`src/rtl/synth_pkg.sv`:
```
// rtl/synth_pkg.sv - I2S framing constants shared by the synthesizer output stage
package synth_pkg;
  localparam int DAC_BITS      = 24;
  localparam int I2S_SLOT_BITS = 32;
  localparam int I2S_CLK_DIV   = 4;
  localparam int FRAME_BITS    = 2 * I2S_SLOT_BITS;
endpackage

```
`src/rtl/dac_serializer_if.sv`:
```
// rtl/dac_serializer_if.sv - sample handshake plus I2S and status lines of the DAC output stage
interface dac_serializer_if
  import synth_pkg::*;
#(
  parameter int NUM_BITS_DAC = DAC_BITS
);
  logic [NUM_BITS_DAC-1:0] sample_in;
  logic                    sample_valid;
  logic                    sample_ready;
  logic                    s_clk;
  logic                    word_select;
  logic                    serial_data;
  logic                    interrupt_out;
  logic                    underrun;

  modport master (
    output sample_in, sample_valid,
    input  sample_ready, s_clk, word_select, serial_data, interrupt_out, underrun
  );

  modport slave (
    input  sample_in, sample_valid,
    output sample_ready, s_clk, word_select, serial_data, interrupt_out, underrun
  );
endinterface

```
`src/rtl/sclk_gen.sv`:
```
// rtl/sclk_gen.sv - divides clk down to the I2S bit clock and flags each of its edges
module sclk_gen
  import synth_pkg::*;
#(
  parameter int CLK_DIV = I2S_CLK_DIV
) (
  input  logic clk,
  input  logic rst,
  output logic s_clk,
  output logic fall_tick,
  output logic rise_tick
);
  localparam int DW = (CLK_DIV > 1) ? $clog2(CLK_DIV) : 1;

  logic [DW-1:0] div_cnt_q, div_cnt_d;
  logic          s_clk_q, s_clk_d;
  logic          terminal;

  always_comb begin
    terminal  = (div_cnt_q == DW'(CLK_DIV - 1));
    div_cnt_d = terminal ? '0 : div_cnt_q + 1'b1;
    s_clk_d   = terminal ? ~s_clk_q : s_clk_q;
  end

  always_ff @(posedge clk) begin
    if (rst) begin
      div_cnt_q <= '0;
      s_clk_q   <= 1'b0;
    end else begin
      div_cnt_q <= div_cnt_d;
      s_clk_q   <= s_clk_d;
    end
  end

  // Strobes mark the clk cycle whose closing edge moves s_clk.
  assign s_clk     = s_clk_q;
  assign fall_tick = terminal & s_clk_q;
  assign rise_tick = terminal & ~s_clk_q;
endmodule

```
`src/rtl/dac_serializer.sv`:
```
// rtl/dac_serializer.sv - buffers one mono PCM sample per frame and shifts it out as Philips I2S on both channels
module dac_serializer
  import synth_pkg::*;
#(
  parameter int NUM_BITS_DAC = DAC_BITS,
  parameter int SLOT_BITS    = I2S_SLOT_BITS,
  parameter int CLK_DIV      = I2S_CLK_DIV
) (
  input logic             clk,
  input logic             rst,
  dac_serializer_if.slave bus
);
  localparam int FRAME_LEN = 2 * SLOT_BITS;
  localparam int CW        = $clog2(FRAME_LEN);
  localparam int IW        = (NUM_BITS_DAC > 1) ? $clog2(NUM_BITS_DAC) : 1;
  localparam logic [CW-1:0] LAST_BIT = CW'(FRAME_LEN - 1);

  logic [CW-1:0]           bit_cnt_q, bit_cnt_d;
  logic [NUM_BITS_DAC-1:0] hold_q, hold_d;
  logic [NUM_BITS_DAC-1:0] frame_q, frame_d;
  logic                    hold_full_q, hold_full_d;
  logic                    ws_q, ws_d;
  logic                    sd_q, sd_d;
  logic                    irq_q, irq_d;
  logic                    underrun_q, underrun_d;
  logic                    s_clk, fall_tick, rise_tick_unused;
  logic                    xfer, frame_load;
  logic [CW-1:0]           pos;
  logic [IW-1:0]           idx;

  sclk_gen #(.CLK_DIV(CLK_DIV)) u_sclk_gen (
    .clk       (clk),
    .rst       (rst),
    .s_clk     (s_clk),
    .fall_tick (fall_tick),
    .rise_tick (rise_tick_unused)
  );

  always_comb begin
    bit_cnt_d   = bit_cnt_q;
    hold_d      = hold_q;
    hold_full_d = hold_full_q;
    frame_d     = frame_q;
    ws_d        = ws_q;
    sd_d        = sd_q;
    irq_d       = 1'b0;
    underrun_d  = underrun_q;
    pos         = '0;
    idx         = '0;
    xfer        = bus.sample_valid && !hold_full_q;
    frame_load  = fall_tick && (bit_cnt_q == LAST_BIT);

    if (fall_tick) begin
      bit_cnt_d = frame_load ? '0 : bit_cnt_q + 1'b1;
      // The load decision sees only the registered holding state, so a
      // same-cycle transfer waits for the following frame.
      if (frame_load) begin
        if (hold_full_q) begin
          frame_d     = hold_q;
          hold_full_d = 1'b0;
          irq_d       = 1'b1;
        end else begin
          frame_d    = '0;
          underrun_d = 1'b1;
        end
      end
      ws_d = (bit_cnt_d >= CW'(SLOT_BITS - 1)) && (bit_cnt_d <= CW'(FRAME_LEN - 2));
      pos  = (bit_cnt_d >= CW'(SLOT_BITS)) ? bit_cnt_d - CW'(SLOT_BITS) : bit_cnt_d;
      if (pos < CW'(NUM_BITS_DAC)) begin
        idx  = IW'(NUM_BITS_DAC - 1) - IW'(pos);
        sd_d = frame_d[idx];
      end else begin
        sd_d = 1'b0;
      end
    end

    if (xfer) begin
      hold_d      = bus.sample_in;
      hold_full_d = 1'b1;
    end
  end

  always_ff @(posedge clk) begin
    if (rst) begin
      bit_cnt_q   <= LAST_BIT;
      hold_q      <= '0;
      hold_full_q <= 1'b0;
      frame_q     <= '0;
      ws_q        <= 1'b0;
      sd_q        <= 1'b0;
      irq_q       <= 1'b0;
      underrun_q  <= 1'b0;
    end else begin
      bit_cnt_q   <= bit_cnt_d;
      hold_q      <= hold_d;
      hold_full_q <= hold_full_d;
      frame_q     <= frame_d;
      ws_q        <= ws_d;
      sd_q        <= sd_d;
      irq_q       <= irq_d;
      underrun_q  <= underrun_d;
    end
  end

  assign bus.sample_ready  = ~hold_full_q;
  assign bus.s_clk         = s_clk;
  assign bus.word_select   = ws_q;
  assign bus.serial_data   = sd_q;
  assign bus.interrupt_out = irq_q;
  assign bus.underrun      = underrun_q;
endmodule

```
`src/flat_wrapper.sv`:
```
// flat-port wrapper written by rule: the top's interface ports become plain ports
module dac_serializer_flat import synth_pkg::*;
#(
  parameter int NUM_BITS_DAC = DAC_BITS,
  parameter int SLOT_BITS    = I2S_SLOT_BITS,
  parameter int CLK_DIV      = I2S_CLK_DIV
)
  (clk, rst, bus_sample_in, bus_sample_valid, bus_sample_ready, bus_s_clk, bus_word_select, bus_serial_data, bus_interrupt_out, bus_underrun);
  dac_serializer_if #(.NUM_BITS_DAC(NUM_BITS_DAC)) bus_i ();
  input logic clk;
  input logic rst;
  input wire logic [$bits(bus_i.sample_in)-1:0] bus_sample_in;
  input wire logic [$bits(bus_i.sample_valid)-1:0] bus_sample_valid;
  output wire logic [$bits(bus_i.sample_ready)-1:0] bus_sample_ready;
  output wire logic [$bits(bus_i.s_clk)-1:0] bus_s_clk;
  output wire logic [$bits(bus_i.word_select)-1:0] bus_word_select;
  output wire logic [$bits(bus_i.serial_data)-1:0] bus_serial_data;
  output wire logic [$bits(bus_i.interrupt_out)-1:0] bus_interrupt_out;
  output wire logic [$bits(bus_i.underrun)-1:0] bus_underrun;
  assign bus_i.sample_in = bus_sample_in;
  assign bus_i.sample_valid = bus_sample_valid;
  assign bus_sample_ready = bus_i.sample_ready;
  assign bus_s_clk = bus_i.s_clk;
  assign bus_word_select = bus_i.word_select;
  assign bus_serial_data = bus_i.serial_data;
  assign bus_interrupt_out = bus_i.interrupt_out;
  assign bus_underrun = bus_i.underrun;
  dac_serializer #(.NUM_BITS_DAC(NUM_BITS_DAC), .SLOT_BITS(SLOT_BITS), .CLK_DIV(CLK_DIV)) u_core (.clk(clk), .rst(rst), .bus(bus_i));
endmodule
```
`config.mk`:
```
export PLATFORM = sky130hd
export DESIGN_NAME = dac_serializer_flat
export DESIGN_NICKNAME = d
export VERILOG_FILES = /design/src/rtl/synth_pkg.sv /design/src/rtl/dac_serializer_if.sv /design/src/rtl/sclk_gen.sv /design/src/rtl/dac_serializer.sv /design/src/flat_wrapper.sv
export SDC_FILE = /design/constraint.sdc
export NUM_CORES = 1
export LEC_CHECK = 0
export BUFFER_PORTS_ARGS = -buffer_cell sky130_fd_sc_hd__buf_4
export CORE_MARGIN = 3
export CORE_UTILIZATION = 40
export CTS_CLUSTER_SIZE = 20
export DETAILED_ROUTE_END_ITERATION = 8
export GPL_ROUTABILITY_DRIVEN = 0
export GPL_TIMING_DRIVEN = 0
export SYNTH_ARGS = -nofsm -noshare
export SYNTH_HDL_FRONTEND = slang
export SYNTH_HIERARCHICAL = 1
export SYNTH_SLANG_ARGS = --single-unit
export TNS_END_PERCENT = 30
```
`constraint.sdc`:
```
create_clock -name clk -period 6.8 [get_ports clk]
set_input_delay 1.36 -clock clk [delete_from_list [all_inputs] [get_ports clk]]
set_output_delay 1.36 -clock clk [all_outputs]
set_load 0.02 [all_outputs]
```
==> impl_metrics.tcl <==
set metrics [dict create \
    clockRootBuffer "clkbuf_8" \
    timing.fmax_mhz 295.9 \
    cellPowerDensity_mw_per_mm2 233.2 \
    worstMarginPinSlew_ps 652.5 \
    core_area_sq_mm 0.006459 \
    hold_violations 0 \
    drt_iter0_drc 104 \
    numCtsBuffers 9 \
    rrSetupSlack_ps 3420 \
    fin_util_pct 50.33 \
    r2r_end "u_core/bus.serial_data" \
    path_max_fanout 9 \
    ctsHoldBuffers 0 \
    dieWidth_um 88.39 \
    clkLatencyLatePin_ps 340 \
    finalCritPeriodShare_pct 49.70 \
    layout-drive-gt1-share_pct 16.53 \
    worstPathCellList "ha_1 -> buf_4 -> nand4_4 -> nor2_1 -> nor2_1 -> ha_1 -> or4b_2 -> or4_1 -> o211ai_1" \
    drtAntennaViolNets 0 \
    worst-setup-path-type "reg -> reg" \
    fillCellCount 639 \
    cts_setup_buffers 0 \
    min_to "u_core/u_sclk_gen/div_cnt_q[0]" \
    cts_resized 0 \
    via_per_inst 5.221 \
    critPathCaptureType "flip-flop" \
    max-vdd-ir-drop_uv 117.8 \
    die_h_um 88.39 \
    fin_crit_ps 3380 \
    ys_warn_count 6 \
    drc 0 \
    rows 29 \
    hpwl_um 4580 \
    setup_viol 0 \
    start_util_pct 42.04 \
    area_delta_synth_final_pct 19.72 \
    antenna_found_initial 0 \
    reg2reg_from "u_core/bit_cnt_q[1]" \
    cts_tree "yes" \
    portBuffers 32 \
    cp_slowest_cell "or4b_2" \
    multi_input_area_sq_mm 0.001336 \
    fin_skew_ps 9.072 \
    grt_overflow 0 \
    slew_headroom_pct 56.50 \
    grtUsageTotal_pct 18.00 \
    drv_cap 0 \
    syn-cell-area_sq_mm 0.002715 \
    required_ps 7050 \
    placedCellCount 436 \
    critPathArrivalTime_ps 3630 \
    grt_pass1_wl_um 10710 \
    io_pins 33 \
    ff2ff_path_depth 9 \
    clkTransAtPathRegs_ps 70 \
    tns_ps 0 \
    stdcell_area_sq_mm 0.003251 \
    placed_cell_area_sq_mm 0.003052 \
    layoutNonFillerInstCount 452 \
    rsz0062_at_grt "false" \
    slew_violations 0 \
    grt_max_degree 12 \
    power.total_mw 0.7580 \
    synthCells 327 \
    whs_path_depth 1 \
    num_vias 2360 \
    n_antenna_cell 0 \
    finalNetCount 402 \
    cts.sinks 62 \
    slowest_delay_ps 690 \
    outcome "finished clean" \
    avgSynthCellArea_sq_um 8.303 \
    grt_pass1_vias 2219 \
    dr.pass1.iters 4 \
    wl_per_cell_um 14.07 \
    hold_start "u_core/u_sclk_gen/div_cnt_q[0]" \
    dieArea_sq_mm 0.007812 \
    htreeDepth 3 \
    seqCellArea_sq_mm 0.001241 \
    worst_setup_path_start_kind "flip-flop" \
    synth_nets 359 \
    hp-class "reg -> reg" \
    leakage_nw 1.294 \
    totalWireLength_um 6360 \
    cts_buffer_depth 2 \
]
## cells in the final DEF (no fill, tap or decap), types with 3 or more instances in the layout
cell,n
mux4_2,4
ha_1,5
nor2_1,14
mux2_2,3
nand2_1,76
clkbuf_8,10
o21ai_0,5
inv_1,5
mux2i_1,4
o21bai_1,3
a22oi_1,6
nand2b_1,4
a21oi_1,46
xor2_1,4
clkbuf_1,24
nor3_1,6
nand3_1,23
buf_4,35
dfxtp_1,62
## how the worst max path moves through the flow
stage	start	end	slack, ps
after floorplan	u_core/u_sclk_gen/div_cnt_q[0]	u_core/bus.serial_data	3900
after global placement	u_core/bit_cnt_q[1]	u_core/bus.serial_data	3490
after detailed placement	u_core/bit_cnt_q[1]	u_core/bus.serial_data	3470
after CTS	u_core/bit_cnt_q[1]	u_core/bus.serial_data	3440
after global routing	u_core/bit_cnt_q[1]	u_core/bus.serial_data	3200
final	u_core/bit_cnt_q[1]	u_core/bus.serial_data	3420
## report_power, final
group	switching (mW)	internal [mW]	total, mW	leakage, nW
registers	0.00644	0.374	0.380	0.504
clock network	0.141	0.180	0.321	0.104
logic	0.0325	0.0241	0.0566	0.686
## per-stage QoR
stage / setup slack [ps] / hold slack (ps)
2_1_floorplan: 3902 / 396.4
3_3_place_gp: 3493 / 406.3
3_5_place_dp: 3465 / 413.2
4_1_cts: 3439 / 423.1
5_1_grt: 3196 / 456.5
6_report: 3420 / 419.4
## per-layer routing
metal | routed length, um | part of all wire (%) | GRT usage (%)
met5 | 0 | 0 | 0
met4 | 41 | 0.64 | 6.044
met3 | 353 | 5.6 | 5.773
met2 | 2943 | 46 | 28.35
met1 | 3021 | 48 | 23.39
## sequential cells by signal, indices dropped and copies added (netlist names)
register	flops
u_core/frame_q	24
u_core/hold_q	24
u_core/bit_cnt_q	6
u_core/u_sclk_gen/div_cnt_q	2
u_core/bus.interrupt_out	1
u_core/bus.serial_data	1
u_core/bus.underrun	1
u_core/bus.word_select	1
u_core/hold_full_q	1
u_core/u_sclk_gen/s_clk	1
## critical path: cells and delay by family, from the launching register on
family	cells	cell delay, ps
AO/OA/AOI/OAI	1	120
AND/OR/NAND/NOR	5	2030
buffers and inverters	1	170
adder cells (fa/ha/maj)	2	530
flip-flops	1	440
## cell type report
| class | instances | share of cell area, % |
|---|---|---|
| tap | 77 | 2.964 |
| timing repair buffer | 32 | 7.390 |
| clock buffer | 11 | 4.350 |
| inverter | 5 | 0.5774 |
| multi-input combinational | 232 | 41.11 |
| sequential | 62 | 38.18 |
| buffer | 28 | 3.657 |
| clock inverter | 5 | 1.771 |
Note: power is estimated with default switching activity, not from simulation.
